`src/rtl/fetch_unit.sv`:
```
// -----------------------------------------------------------------------------
// fetch_unit
//
// Instruction-fetch stage. Owns the program counter, issues word reads to
// instruction memory over a req/ack handshake and presents {pc, instruction}
// to decode over a valid/ready handshake. A jump from execute redirects the PC
// and squashes any wrong-path fetch that is in flight or already held.
//
// Optional feature (compile-time macro MISALIGN_TRAP_EN):
//   defined   - a jump whose target has bits [1:0] != 0 redirects to
//               TRAP_VECTOR and pulses misalign_trap for one cycle.
//   undefined - target bits [1:0] are cleared; misalign_trap is tied 0.
//
// Ports:
//   clk, rst_n               clock; synchronous active-low reset
//   jump_flag, jump_target   redirect request from execute (one-cycle pulse)
//   imem_req, imem_addr      fetch request and word address to memory
//   imem_ack, imem_rdata     request accepted, data returned same cycle
//   out_valid, out_ready     handshake towards decode
//   out_pc, out_inst         presented instruction and its PC
//   misalign_trap            pulse on a misaligned redirect
// -----------------------------------------------------------------------------
module fetch_unit #(
  parameter logic [31:0] RESET_PC    = 32'h0000_0000,
  parameter logic [31:0] NOP_INST    = 32'h0000_0013,
  parameter logic [31:0] TRAP_VECTOR = 32'h0000_0100
) (
  input  logic        clk,
  input  logic        rst_n,
  input  logic        jump_flag,
  input  logic [31:0] jump_target,
  output logic        imem_req,
  output logic [31:0] imem_addr,
  input  logic        imem_ack,
  input  logic [31:0] imem_rdata,
  output logic        out_valid,
  input  logic        out_ready,
  output logic [31:0] out_pc,
  output logic [31:0] out_inst,
  output logic        misalign_trap
);

  typedef enum logic [1:0] {
    S_BOOT = 2'd0,
    S_REQ  = 2'd1,
    S_HOLD = 2'd2
  } state_t;

  state_t      state, state_next;
  logic [31:0] pc, pc_next;
  logic [31:0] redirect_pc, redirect_pc_next;
  logic        discard, discard_next;
  logic [31:0] out_pc_next, out_inst_next;
  logic [31:0] target;

`ifdef MISALIGN_TRAP_EN
  logic misaligned;
  assign misaligned = |jump_target[1:0];
  assign target     = misaligned ? TRAP_VECTOR : {jump_target[31:2], 2'b00};
`else
  // Low target bits are deliberately ignored when misaligned jumps are not trapped.
  logic unused_target_low;
  assign unused_target_low = ^jump_target[1:0];
  assign target            = {jump_target[31:2], 2'b00};
`endif

  // imem_addr is the PC itself, so it cannot move while a request waits for ack.
  assign imem_req  = (state == S_REQ);
  assign imem_addr = pc;
  // A jump cycle never transfers to decode: the held instruction is wrong-path.
  assign out_valid = (state == S_HOLD) & ~jump_flag;

  always_comb begin
    // NOTE: every signal gets a default first so no path leaves it unassigned,
    // which is what keeps this block from inferring latches.
    state_next       = state;
    pc_next          = pc;
    redirect_pc_next = redirect_pc;
    discard_next     = discard;
    out_pc_next      = out_pc;
    out_inst_next    = out_inst;

    case (state)
      S_BOOT: begin
        state_next = S_REQ;
        if (jump_flag) pc_next = target;
      end

      S_REQ: begin
        if (imem_ack) begin
          if (jump_flag) begin
            // Returned word is wrong-path; the fresh target supersedes any pending redirect.
            pc_next      = target;
            discard_next = 1'b0;
          end else if (discard) begin
            pc_next      = redirect_pc;
            discard_next = 1'b0;
          end else begin
            out_inst_next = imem_rdata;
            out_pc_next   = pc;
            pc_next       = pc + 32'd4;
            state_next    = S_HOLD;
          end
        end else if (jump_flag) begin
          // The outstanding request must complete at its address; remember
          // to throw its data away and where to go afterwards.
          discard_next     = 1'b1;
          redirect_pc_next = target;
        end
      end

      S_HOLD: begin
        if (jump_flag) begin
          out_inst_next = NOP_INST;
          pc_next       = target;
          state_next    = S_REQ;
        end else if (out_ready) begin
          state_next = S_REQ;
        end
      end

      default: state_next = S_BOOT;
    endcase
  end

  // NOTE: reset is synchronous, so it lives inside the clocked branch and
  // wins over every next-state value, including a concurrent jump.
  always_ff @(posedge clk) begin
    if (!rst_n) begin
      state       <= S_BOOT;
      pc          <= RESET_PC;
      redirect_pc <= RESET_PC;
      discard     <= 1'b0;
      out_pc      <= 32'h0000_0000;
      out_inst    <= NOP_INST;
    end else begin
      // NOTE: non-blocking assignments so all state updates see pre-edge values.
      state       <= state_next;
      pc          <= pc_next;
      redirect_pc <= redirect_pc_next;
      discard     <= discard_next;
      out_pc      <= out_pc_next;
      out_inst    <= out_inst_next;
    end
  end

`ifdef MISALIGN_TRAP_EN
  always_ff @(posedge clk) begin
    if (!rst_n) misalign_trap <= 1'b0;
    else        misalign_trap <= jump_flag & misaligned;
  end
`else
  assign misalign_trap = 1'b0;
`endif

endmodule

```
`config.mk`:
```
export PLATFORM = sky130hd
export DESIGN_NAME = fetch_unit
export DESIGN_NICKNAME = d
export VERILOG_FILES = /design/src/rtl/fetch_unit.sv
export SDC_FILE = /design/constraint.sdc
export NUM_CORES = 1
export LEC_CHECK = 0
export CELL_PAD_IN_SITES_DETAIL_PLACEMENT = 0
export CELL_PAD_IN_SITES_GLOBAL_PLACEMENT = 2
export CORE_AREA = 2 2 150 152
export CTS_CLUSTER_SIZE = 8
export DETAILED_ROUTE_END_ITERATION = 10
export DIE_AREA = 0 0 152 154
export GPL_ROUTABILITY_DRIVEN = 0
export MAX_ROUTING_LAYER = met4
export PLACE_DENSITY = 0.78
export SKIP_CTS_REPAIR_TIMING = 1
export SKIP_LAST_GASP = 1
export SYNTH_ARGS = -nofsm -noshare
export SYNTH_HDL_FRONTEND = slang
export SYNTH_SLANG_ARGS = --single-unit
```
`constraint.sdc`:
```
create_clock -name clk -period 2.6 [get_ports clk]
set_input_delay 0.39 -clock clk [delete_from_list [all_inputs] [get_ports clk]]
set_output_delay 0.39 -clock clk [all_outputs]
set_load 0.05 [all_outputs]
```
== Word-level counts from Yosys, hierarchy flattened ==
Index checks and enable logic that the tools add are counted.

* Register bits after elaboration: 129
* Bits of input ports: 69
* Output and inout bits: 99
* Logic and storage cells: 48

* $add $sub $neg: 1
* Equality and inequality tests: 8
* Mux-type cells: 18
* Bitwise logic cells: 4
* Reduce and logical (&&, ||, !) cells: 11

{| class="wikitable"
|+ Operators with widths
! cell !! count
|-
| 32-bit 2-to-1 mux || 8
|-
| 32-bit case mux with 2 select lines || 2
|-
| 32-bit by 3-bit adder with 32-bit output (second input constant) || 1
|-
| 2-bit 2-to-1 mux || 5
|-
| 4-bit AND reduction || 2
|-
| 2-bit inequality test (second input constant) || 3
|-
| 2-bit case mux with 3 select lines || 1
|-
| 3-bit AND reduction || 2
|-
| 2-bit nonzero test || 3
|-
| 5-bit AND reduction || 1
|-
| 2-bit by 1-bit inequality test with 1-bit output (second input constant) || 2
|-
| 3-bit inequality test (second input constant) || 1
|-
| 1-bit NOT || 3
|-
| 2-bit by 1-bit equality test with 1-bit output (second input constant) || 1
|-
| 2-bit equality test (second input constant) || 1
|-
| 2-bit logical NOT || 1
|-
| 1-bit 2-to-1 mux || 2
|-
| 2-bit AND reduction || 1
|-
| 2-bit OR reduction || 1
|-
| 1-bit bitwise AND || 1
|}

== Logic depth before layout (Yosys ltp) ==
* Word-level depth: 5
* Gate-level depth with buffers: 8

== Worst setup path after synthesis ==
No wires, ideal clock.

* Path type: reg2reg
* From: register pc[2] (netlist: imem_addr[2])
* To: register pc[28] (netlist: imem_addr[28])
* Setup time: 0.120 ns
* Data arrival time: 2.131 ns
* Setup slack: 0.349 ns
* Cell stages (with the launch flop): 7
* Period minus slack after synthesis: 2.251 ns
* Path through: dfxtp_1 ha_1 nand3_1 nor3_4 nand2_1 and3_1 a211o_1

* Cells in the longest elaborated chain, start to end: 5

{| class="wikitable"
|+ RTL lines
! element !! RTL line !! RTL
|-
| start: declaration || 50 || <nowiki>logic [31:0] pc, pc_next;</nowiki>
|-
| start signal: assignment || 139 || <nowiki>pc <= pc_next;</nowiki>
|-
| 32-bit by 3-bit adder with 32-bit output || 101 || <nowiki>pc_next = pc + 32'd4;</nowiki>
|-
| 32-bit 2-to-1 mux || 95 || <nowiki>end else if (discard) begin</nowiki>
|-
| 32-bit 2-to-1 mux || 91 || <nowiki>if (jump_flag) begin</nowiki>
|-
| 32-bit 2-to-1 mux || 90 || <nowiki>if (imem_ack) begin</nowiki>
|-
| 32-bit case mux with 2 select lines || 83 || <nowiki>case (state)</nowiki>
|}

No other way between the ends. The select of a mux whose other input is x is not followed.
A chain may end at the register's enable or synchronous reset.

== Worst setup path after layout ==
* From: register state[0]
* To: output port imem_req

* Cells in the longest elaborated chain, start to end: 1

{| class="wikitable"
|+ RTL lines
! element !! RTL line !! RTL
|-
| start: declaration || 49 || <nowiki>state_t state, state_next;</nowiki>
|-
| start signal: assignment || 138 || <nowiki>state <= state_next;</nowiki>
|-
| 2-bit by 1-bit equality test with 1-bit output || 68 || <nowiki>assign imem_req = (state == S_REQ);</nowiki>
|-
| end: declaration || 32 || <nowiki>output logic imem_req,</nowiki>
|}

No other way between the ends.

==> results.txt <==
CTS buffer count: 17
Die Width: 152 microns
P per Cell Area: 692.9 mW/mm^2
leading cell type in the layout, fill and taps excluded: nand2_1
Seq/Total Area, Yosys: 0.4497
Root Buffer: clkbuf_16
final instance area: 0.008285 sq mm
setup TNS: 0 ns
Die ar.: 0.02341 sq mm
startpoint types: register
gr ovfl total: 0
area of placed instances: 0.007627 sq mm
Final min period: 2.401 ns
Post-synth top flop: dfxtp_1
Remaining DRCs: 0
synth-to-layout area growth: 48.91%
first-pass GRT wire length: 30730 microns
Slew Viols, Final: 0
status: finished, final reports clean
Hold Worst Slack: 0.4506 ns
Pleak: 2.920 nW
H-tree levels: 4
asr flop ratio synth: 0
Ys Warns: 0
Post-synth EDFFs: 0
gr usage total: 0.1687
VDD IR max: 432.8 uV
endpoints failing setup: 0
hold crit path type: reg -> reg
initial drt markers: 344
worst-margin pin slew: 0.6864 ns
drt total wl: 19270 microns
largest fanout on the critical path: 11
post-synth cell types: 60
Final #Nets: 950
Port Buffer Count: 160
Worst EP arrival: 2.01 ns
worst path required time: 2.21 ns
vias: 5597
die height: 154 microns
Achievable Freq: 0.4164 GHz
CTS sink cnt: 125
ANT nets after route: 0
Syn Area/Cell: 7.696 sq um
Rows: 54
drt pass-1 iters: 6
clk buf depth: 2
Mapped Cells: 723
reg2reg setup slack: 0.55 ns
DR WL/cell: 16.43 microns
endpoints failing hold: 0
CTS tree: done
crit end category: output pin
Clock Latency Late Sink: 0.42 ns
Reg clk slew, reported paths: 0.05 ns
multi-input logic area: 0.002810 sq mm
Fill cells: 2254
fraction of layout cells with a size suffix above 1: 0.09854
initial antenna violation count: 0
commonest non-fill, non-tap cells in the layout: 175 x nand2_1, 159 x clkdlybuf4s50_1, 125 x dfxtp_1, 90 x a21oi_1, 54 x nor2_1
# IOs: 168
Post-Syn Area: 0.005564 sq mm
Rel. slew slack: 0.5424
pin count of the biggest net entering global routing: 59
Layout Skew: 0.01029 ns
Core ar.: 0.02169 sq mm
Setup CP Type: reg -> out
FF+latch area: 0.002502 sq mm
n_diodes: 0
Starting Density: 0.2565
Vias/cell: 4.772
register bit total from synthesis: 125
vias in the first global route: 5421
dpl hpwl: 13230 microns
period utilization: 0.9236
RSZ-0062 raised after global routing: no
maxcap violations: 0
[synth_stat cells (3+ instances only)]
cell type	count	area share
nand2_1	175	0.12
dfxtp_1	125	0.45
a21oi_1	91	0.082
nor2_1	55	0.037
clkbuf_1	47	0.032
a22oi_1	29	0.039
nand3_1	25	0.022
o21ai_0	24	0.022
and3_1	10	0.011
o211ai_1	10	0.013
a211oi_1	9	0.012
nor3_1	9	0.0081
buf_2	8	0.0072
a31oi_1	7	0.0079
inv_1	6	0.0040
nand2b_1	6	0.0067
nor4_1	6	0.0067
o22ai_1	6	0.0067
xnor2_1	6	0.0094
buf_4	5	0.0067
xor2_1	5	0.0079
nand4_1	4	0.0045
and2_1	3	0.0034
nor2b_1	3	0.0034
o221a_2	3	0.0061
or3_1	3	0.0034
[worst max-delay path, cell delays in order, from the launching register on]
cell and delay, ns:
dfxtp_1 0.51, nor2b_1 0.23, clkdlybuf4s50_1 0.85
[cell families (layout without fill, tap and decap cells)]
group                    after synthesis  in the layout  share of synthesized area
AO/OA/AOI/OAI                        201            201                     0.2224
XOR/XNOR                              11             11                    0.01731
adder cells (fa/ha/maj)                1              1                   0.002248
buffers and inverters                 68            234                    0.05105
flip-flops                           125            125                     0.4497
multiplexers                           4              4                   0.007645
other                                  1              5                  0.0006740
AND/OR/NAND/NOR                      312            312                     0.2489
[state kept, by name, summed over array words and instances (netlist names)]
register	flops
out_inst	32
out_pc	30
imem_addr	30
state	2
redirect_pc	30
discard	1
[metrics by stage]
step	worst slack [ns]	power, mW	cells	utilization
final	0.1986	5.741	1173	0.3820
after global routing	0.1076	5.990	1173	0.3820
after CTS	0.1700	5.812	1173	0.3820
after detailed placement	0.2759	3.119	1141	0.3517
after global placement	0.3100	3.120	1141	0.3517
after floorplan	0.3494	2.689	727	-
[final cells by class]
cell class                      count  share of cell area
Tap cell                          280             0.04228
Multi-Input combinational cell    534              0.3392
Clock inverter                     11             0.02265
Timing Repair Buffer              195              0.2338
Clock buffer                       21             0.05678
Inverter                            7            0.003322
Sequential cell                   125              0.3020
[power breakdown]
| group | total (mW) | switching [mW] | internal, mW |
|---|---|---|---|
| Combinational | 0.973 | 0.601 | 0.372 |
| Clock | 2.67 | 0.894 | 1.77 |
| Sequential | 2.10 | 0.0985 | 2.00 |
| Total | 5.74 | 1.59 | 4.15 |
[path summary, 6_finish.rpt]
path              startpoint              end  cells past startpoint
max                 state[0]         imem_req                      2
min reg2reg  redirect_pc[12]  redirect_pc[12]                      2
max reg2reg     imem_addr[3]    imem_addr[26]                      7
min          redirect_pc[12]  redirect_pc[12]                      2
[layer usage]
layer | track usage | vias up | share of wire
li1 | - | 2824 | -
met1 | 0.2301 | 2582 | 0.49
met4 | 0.04228 | 0 | 0.011
met2 | 0.2413 | 177 | 0.43
met3 | 0.05327 | 14 | 0.065
met5 | - | - | 0
Note: power is estimated with default switching activity, not from simulation.
